==> src/rtl/noc_input_buffer.sv <==
// noc_input_buffer: per-port NoC input FIFO with credit return; optional same-cycle bypass via NOC_INBUF_BYPASS_EN
module noc_input_buffer #(
    parameter int DATA_W = 16,
    parameter int DEPTH  = 4
) (
    input  logic                     clk,
    input  logic                     rst,
    input  logic                     valid_i,
    input  logic [DATA_W-1:0]        data_i,
    output logic                     credit_o,
    output logic                     flit_valid_o,
    output logic [DATA_W-1:0]        flit_o,
    input  logic                     flit_ready_i,
    output logic [$clog2(DEPTH):0]   count_o,
    output logic                     overflow_o
);
    localparam int PW = $clog2(DEPTH);
    localparam int CW = PW + 1;
    logic [DATA_W-1:0] mem_q [DEPTH];
    logic [DATA_W-1:0] mem_d [DEPTH];
    logic [PW-1:0] rd_ptr_q, rd_ptr_d, wr_ptr_q, wr_ptr_d;
    logic [CW-1:0] count_q, count_d;
    logic credit_q, credit_d, overflow_q, overflow_d;
    logic byp, full, deq, enq, wr, rd;
`ifdef NOC_INBUF_BYPASS_EN
    assign byp = (count_q == '0) && valid_i;
`else
    assign byp = 1'b0;
`endif
    // handshake, bypass steering and next-state for pointers, count, credit and overflow
    always_comb begin
        full         = count_q == CW'(DEPTH);
        flit_valid_o = (count_q != '0) || byp;
        flit_o       = byp ? data_i : mem_q[rd_ptr_q];
        deq          = flit_valid_o && flit_ready_i;
        enq          = valid_i && (!full || deq);
        wr           = enq && !(byp && flit_ready_i);
        rd           = deq && !byp;
        wr_ptr_d     = wr_ptr_q + PW'(wr);
        rd_ptr_d     = rd_ptr_q + PW'(rd);
        count_d      = count_q + CW'(wr) - CW'(rd);
        credit_d     = deq;
        overflow_d   = overflow_q || (valid_i && !enq);
        mem_d        = mem_q;
        if (wr) mem_d[wr_ptr_q] = data_i;
    end
    // control state; reset discards stored flits and any pending credit
    always_ff @(posedge clk) begin
        rd_ptr_q   <= rst ? '0 : rd_ptr_d;
        wr_ptr_q   <= rst ? '0 : wr_ptr_d;
        count_q    <= rst ? '0 : count_d;
        credit_q   <= rst ? 1'b0 : credit_d;
        overflow_q <= rst ? 1'b0 : overflow_d;
    end
    // flit storage needs no reset: it is only read while count is nonzero
    always_ff @(posedge clk) begin
        mem_q <= mem_d;
    end
    assign credit_o   = credit_q;
    assign count_o    = count_q;
    assign overflow_o = overflow_q;
endmodule

==> config.mk <==
export PLATFORM = sky130hd
export DESIGN_NAME = noc_input_buffer
export DESIGN_NICKNAME = d
export VERILOG_FILES = /design/src/rtl/noc_input_buffer.sv
export SDC_FILE = /design/constraint.sdc
export NUM_CORES = 1
export LEC_CHECK = 0
export ABC_AREA = 1
export CAP_MARGIN = 20
export CORE_MARGIN = 4
export CORE_UTILIZATION = 43
export CTS_BUF_LIST = sky130_fd_sc_hd__clkbuf_2 sky130_fd_sc_hd__clkbuf_4 sky130_fd_sc_hd__clkbuf_8
export CTS_CLUSTER_DIAMETER = 50
export DETAILED_ROUTE_END_ITERATION = 10
export HOLD_SLACK_MARGIN = 0.03
export PLACE_DENSITY = 0.65
export SLEW_MARGIN = 20
export SYNTH_ARGS = -nofsm -noshare
export SYNTH_HDL_FRONTEND = slang
export SYNTH_SLANG_ARGS = --single-unit
==> constraint.sdc <==
create_clock -name clk -period 4.66 [get_ports clk]
set_input_delay 0.932 -clock clk [delete_from_list [all_inputs] [get_ports clk]]
set_output_delay 0.932 -clock clk [all_outputs]
set_load 0.005 [all_outputs]
Yosys cells after proc, flatten, opt, wreduce, memory -nomap -nowiden --
Index checks and enable logic that the tools add are counted.
Storage, ports and cells: register bits 73, bits of input ports 20, output and inout port bits 22, word-level logic and storage cells 34
Operators by class: $add $sub $neg 4, $lt $le $gt $ge 3, eq/ne operators 1, multiplexer cells 6, bitwise gates (word level) 2, reductions and logical operators 9
Operators with widths (number):
- bitwise mux 64 bit | 1
- two-way mux 16 bit | 3
- binary-select mux 16 bit (select 2 bit) | 1
- demux 16 bit (select 2 bit) | 1
- greater-or-equal comparator 3 bit, second input constant | 2
- inverter 2 -> 3 bit | 2
- adder 2 x 1 -> 2 bit | 2
- logical AND 1 bit | 4
- adder 3 x 1 -> 3 bit | 1
- equality test 3 bit, second input constant | 1
- < comparator 3 x 1 -> 1 bit, second input constant | 1
- nonzero test 3 bit | 1
- subtractor 3 x 1 -> 3 bit | 1
- zero test 1 bit | 2
- logical OR 1 bit | 2

Logic depth before layout (Yosys ltp) --
depth in word-level cells 7, depth in mapped cells 11, gate-level depth less buffers 11

Worst setup path before layout --
Ideal clock, no wire load.
path kind input to register, from in flit_ready_i, to reg count_q[1], in the netlist count_o[1], library setup time 126 ps, arrival time 2142 ps, data required time 4534 ps, setup slack 2392 ps, stages 9, path buffers 0, path through nor2_1 -> nand2_1 -> nand2_1 -> ha_1 -> inv_1 -> ha_1 -> fa_1 -> inv_1 -> nor2_1
On the way: word-level cells in the longest chain between the ends 5
Ends and longest elaborated chain:
- start, declared | line 13 | input logic flit_ready_i,
- logical AND 1 bit (*) | line 35 | deq = flit_valid_o && flit_ready_i;
- logical OR 1 bit | line 36 | enq = valid_i && (!full || deq);
- logical AND 1 bit | line 36
- adder 3 x 1 -> 3 bit | line 41 | count_d = count_q + CW'(wr) - CW'(rd);
- subtractor 3 x 1 -> 3 bit (*) | line 41
- net count_d[1] | line 22 | logic [CW-1:0] count_q, count_d;
- end signal, assigned | line 51 | count_q <= rst ? '0 : count_d;
- end, declared | line 22
Mark *: on every way through the listed nets, which the timed path passes. The rest lies on a longest branch. A chain may end at the register's enable or synchronous reset.

Final worst setup path --
from reg rd_ptr_q[1], to out flit_o[2]
On the way: word-level cells in the longest chain between the ends 4
Ends and longest elaborated chain:
- start, declared | line 21 | logic [PW-1:0] rd_ptr_q, rd_ptr_d, wr_ptr_q, wr_ptr_d;
- start signal, assigned | line 49 | rd_ptr_q <= rst ? '0 : rd_ptr_d;
- inverter 2 -> 3 bit (implied by the code) | line 34 | flit_o = byp ? data_i : mem_q[rd_ptr_q];
- binary-select mux 16 bit (select 2 bit) | line 34
- two-way mux 16 bit (implied by the code) (2 in a row) | line 34
- end, declared | line 12 | output logic [DATA_W-1:0] flit_o,
Every way passes these cells. The select of a mux whose other input is x is not followed.

==> run_results.csv <==
group,metric,value,unit
status,status,"complete, no violations",
logic_synthesis,yosysMostFrequentCell,"edfxtp_1",
critical_path,critPathCaptureType,"primary output",
sta,timing_hold_violations_final,0,
logic_synthesis,synth_area_leaders,"edfxtp_1 64%, dfxtp_1 6.0%, inv_1 5.8%, nand2_1 5.6%, o211ai_1 4.0%",
finish,fillers,574,
logic_synthesis,synth_common_cells,"64 x edfxtp_1, 46 x inv_1, 45 x nand2_1, 16 x o211ai_1",
critical_path,critical-path-top-delay-family,"flip-flops",
place,io_buffers,41,
pwr,p_sw_frac,0.276,
floorplanning,rows,30,
grt,grt_pass1_vias,1773,
clocking,post_cts_resized,0,
pwr,peakVddDrop,0.000262,V
grt,grt_max_degree,66,
grt,grt_pass1_wl,8.12,mm
sta,fin_crit_sh,0.611,
logic_synthesis,ys.flop_type,"edfxtp_1",
logic_synthesis,yosys_warnings,0,
pwr,powerDensity,528,mW/mm^2
finish,n_antenna_cell,0,
critical_path,slowest_delay,770,ps
logic_synthesis,ys_ff_latch,73,
place,dpl.hpwl,2.93,mm
clocking,htree_levels,3,
critical_path,critPathArrivalTime,1920,ps
flow_run,max-cap-violations,0,
floorplanning,start_util,0.442,
floorplanning,core_area,0.00679,sq mm
route,first_pass_iters,4,
floorplanning,die_h,91.5,microns
critical_path,required,3730,ps
sta,slew_headroom,0.374,
finish,multi_input_area,621,sq um
critical_path,critPathLaunchType,"flip-flop",
pwr,p_int,0.00140,W
clocking,cts-buffers-inserted,9,
sta,worstMarginPinSlew,938,ps
pwr,p_seq_frac,0.463,
sta,period_needed,2850,ps
critical_path,cp_cell_sequence,"o211ai_1, nand2_1, clkdlybuf4s50_1",
route,dr.first_iter.drc_count,103,
logic_synthesis,synth.cell_area,0.00300,sq mm
logic_synthesis,syn_inst,248,
critical_path,worst-setup-path-type,"reg2out",
clocking,clock-root-buffer,"clkbuf_8",
sta,finalSetupViolCount,0,
logic_synthesis,async_reset_ff_frac,0,
finish,drive_gt1_frac,0.0819,
finish,syn_to_final_growth,22.0,%
critical_path,crit_fanout,33,
route,vias_per_cell,4.50,
floorplanning,io_pins,42,
route,vias,1752,
critical_path,cp_slowest_cell,"dfxtp_2",
clocking,clock_sinks,73,
route,totalWireLength,4.75,mm
clocking,worstSkewPairLatency,320,ps
finish,fin_util,0.539,
clocking,cts.hold.buffers_added,0,
logic_synthesis,ys_types,19,
worst_hold_path,min_path_type,"reg2reg",
sta,clock_skew,7.78,ps
grt,grtUsageTotal,0.124,
pwr,clkPwrFrac,0.281,
floorplanning,die_area,0.00838,sq mm
floorplanning,die_w,91.5,microns
clocking,postCtsSetupBuffers,0,
pwr,leakagePower,1.39,nW
finish,regArea,0.00211,sq mm
logic_synthesis,syn_area_per_cell,12.1,sq um
pwr,p_comb_frac,0.256,
place,gp_congestion,0.690,
logic_synthesis,synth_edf_count,64,
logic_synthesis,synth.top_cell.area_share,0.641,
clocking,cts_buffer_depth,2,
sta,fmax,0.351,GHz
clocking,clkSlewWorstSetupHoldPaths,70,ps
pwr,p_switching,0.000533,W
sta,fin_setup_tns,0,ps
grt,grt-ovfl-total,0,
route,ant_nets,0,
finish,finalNetCount,313,
sta,rsz0062_at_grt,"false",
logic_synthesis,synth_fp_nets,273,
logic_synthesis,yosys.area.top_type,"edfxtp_1",
route,wl_per_cell,12.2,microns
sta,drv_slew,0,
critical_path,crit_buf_inv,1,
clocking,tritoncts,"built",
route,drc,0,
grt,antenna_found_initial,0,
logic_synthesis,seq_area_frac_synth,0.701,
[power groups by stage]
stage	clock network [W]	logic (W)	registers (W)
2_1_floorplan	0	0.000361	0.000825
3_3_place_gp	0	0.000502	0.000907
3_5_place_dp	0	0.000503	0.000909
4_1_cts	0.000555	0.000508	0.000896
5_1_grt	0.000588	0.000567	0.000913
6_report	0.000542	0.000494	0.000895
[placed cells by master (no fill, tap or decap), drive strengths merged, types with 2 or more instances in the layout]
cell	Yosys	routed
a21oi	17	17
bufinv	0	2
clkbuf	1	11
clkdlybuf4s50	0	41
clkinv	0	2
dfxtp	9	9
edfxtp	64	64
ha	4	4
inv	46	46
nand2	45	45
nor2	15	15
o211ai	16	16
o21ai	16	16
xnor2	2	2
[kinds of logic after synthesis]
kind of cell	count (synthesis)	synth area share
adders and majority gates	5	0.0234
DFF	73	0.701
xor gates and xnor gates	2	0.00584
buffers and inverters	58	0.0959
AOI/OAI and AO/OA	49	0.0976
and+or+nand+nor	61	0.0767
[through the flow]
step	area (sq um)	hold WS (ps)	cells	worst slack, ps	power, W
6_report	3660	462	389	1810	0.00193
5_1_grt	3660	517	389	1650	0.00207
2_1_floorplan	3000	447	248	2390	0.00119
3_5_place_dp	3430	453	373	1770	0.00141
3_3_place_gp	3430	444	373	1730	0.00141
4_1_cts	3660	465	389	1420	0.00196
[layout make-up]
cell class | instances | share of cell area
clock buffers | 11 | 0.0414
clock inverters | 5 | 0.0212
inverters | 46 | 0.0472
multi-input cells | 117 | 0.170
flip-flops and latches | 73 | 0.576
well taps | 96 | 0.0328
repair buffers | 41 | 0.112
[sequential cells by signal (all words and copies together) (netlist names)]
signal / cells
credit_o: 1
count_o: 3
mem_q: 64
rd_ptr_q: 2
wr_ptr_q: 2
overflow_o: 1
[worst register-to-register path: stages (launching register included)]
cell	delay, ps
dfxtp_1	360
inv_1	80
nor2_1	120
nand2_1	60
nand2_1	210
ha_1	280
inv_1	60
ha_1	150
fa_1	400
inv_1	60
nor2_1	30
[layer usage]
metal | track usage | routed length, microns | up-vias
li1 | - | - | 906
met1 | 0.153 | 2190 | 818
met2 | 0.206 | 2320 | 23
met3 | 0.0315 | 182 | 5
met5 | 0 | 0 | -
met4 | 0.0565 | 59 | 0
[worst paths after layout]
kind	cells past startpoint	to	start	slack, ps
max	3	flit_o[2]	rd_ptr_q[1]	1810
min	2	overflow_o	overflow_o	460
max reg2reg	10	count_o[1]	count_o[2]	2750
min reg2reg	2	overflow_o	overflow_o	460
Power figures use the tool's default switching activity.
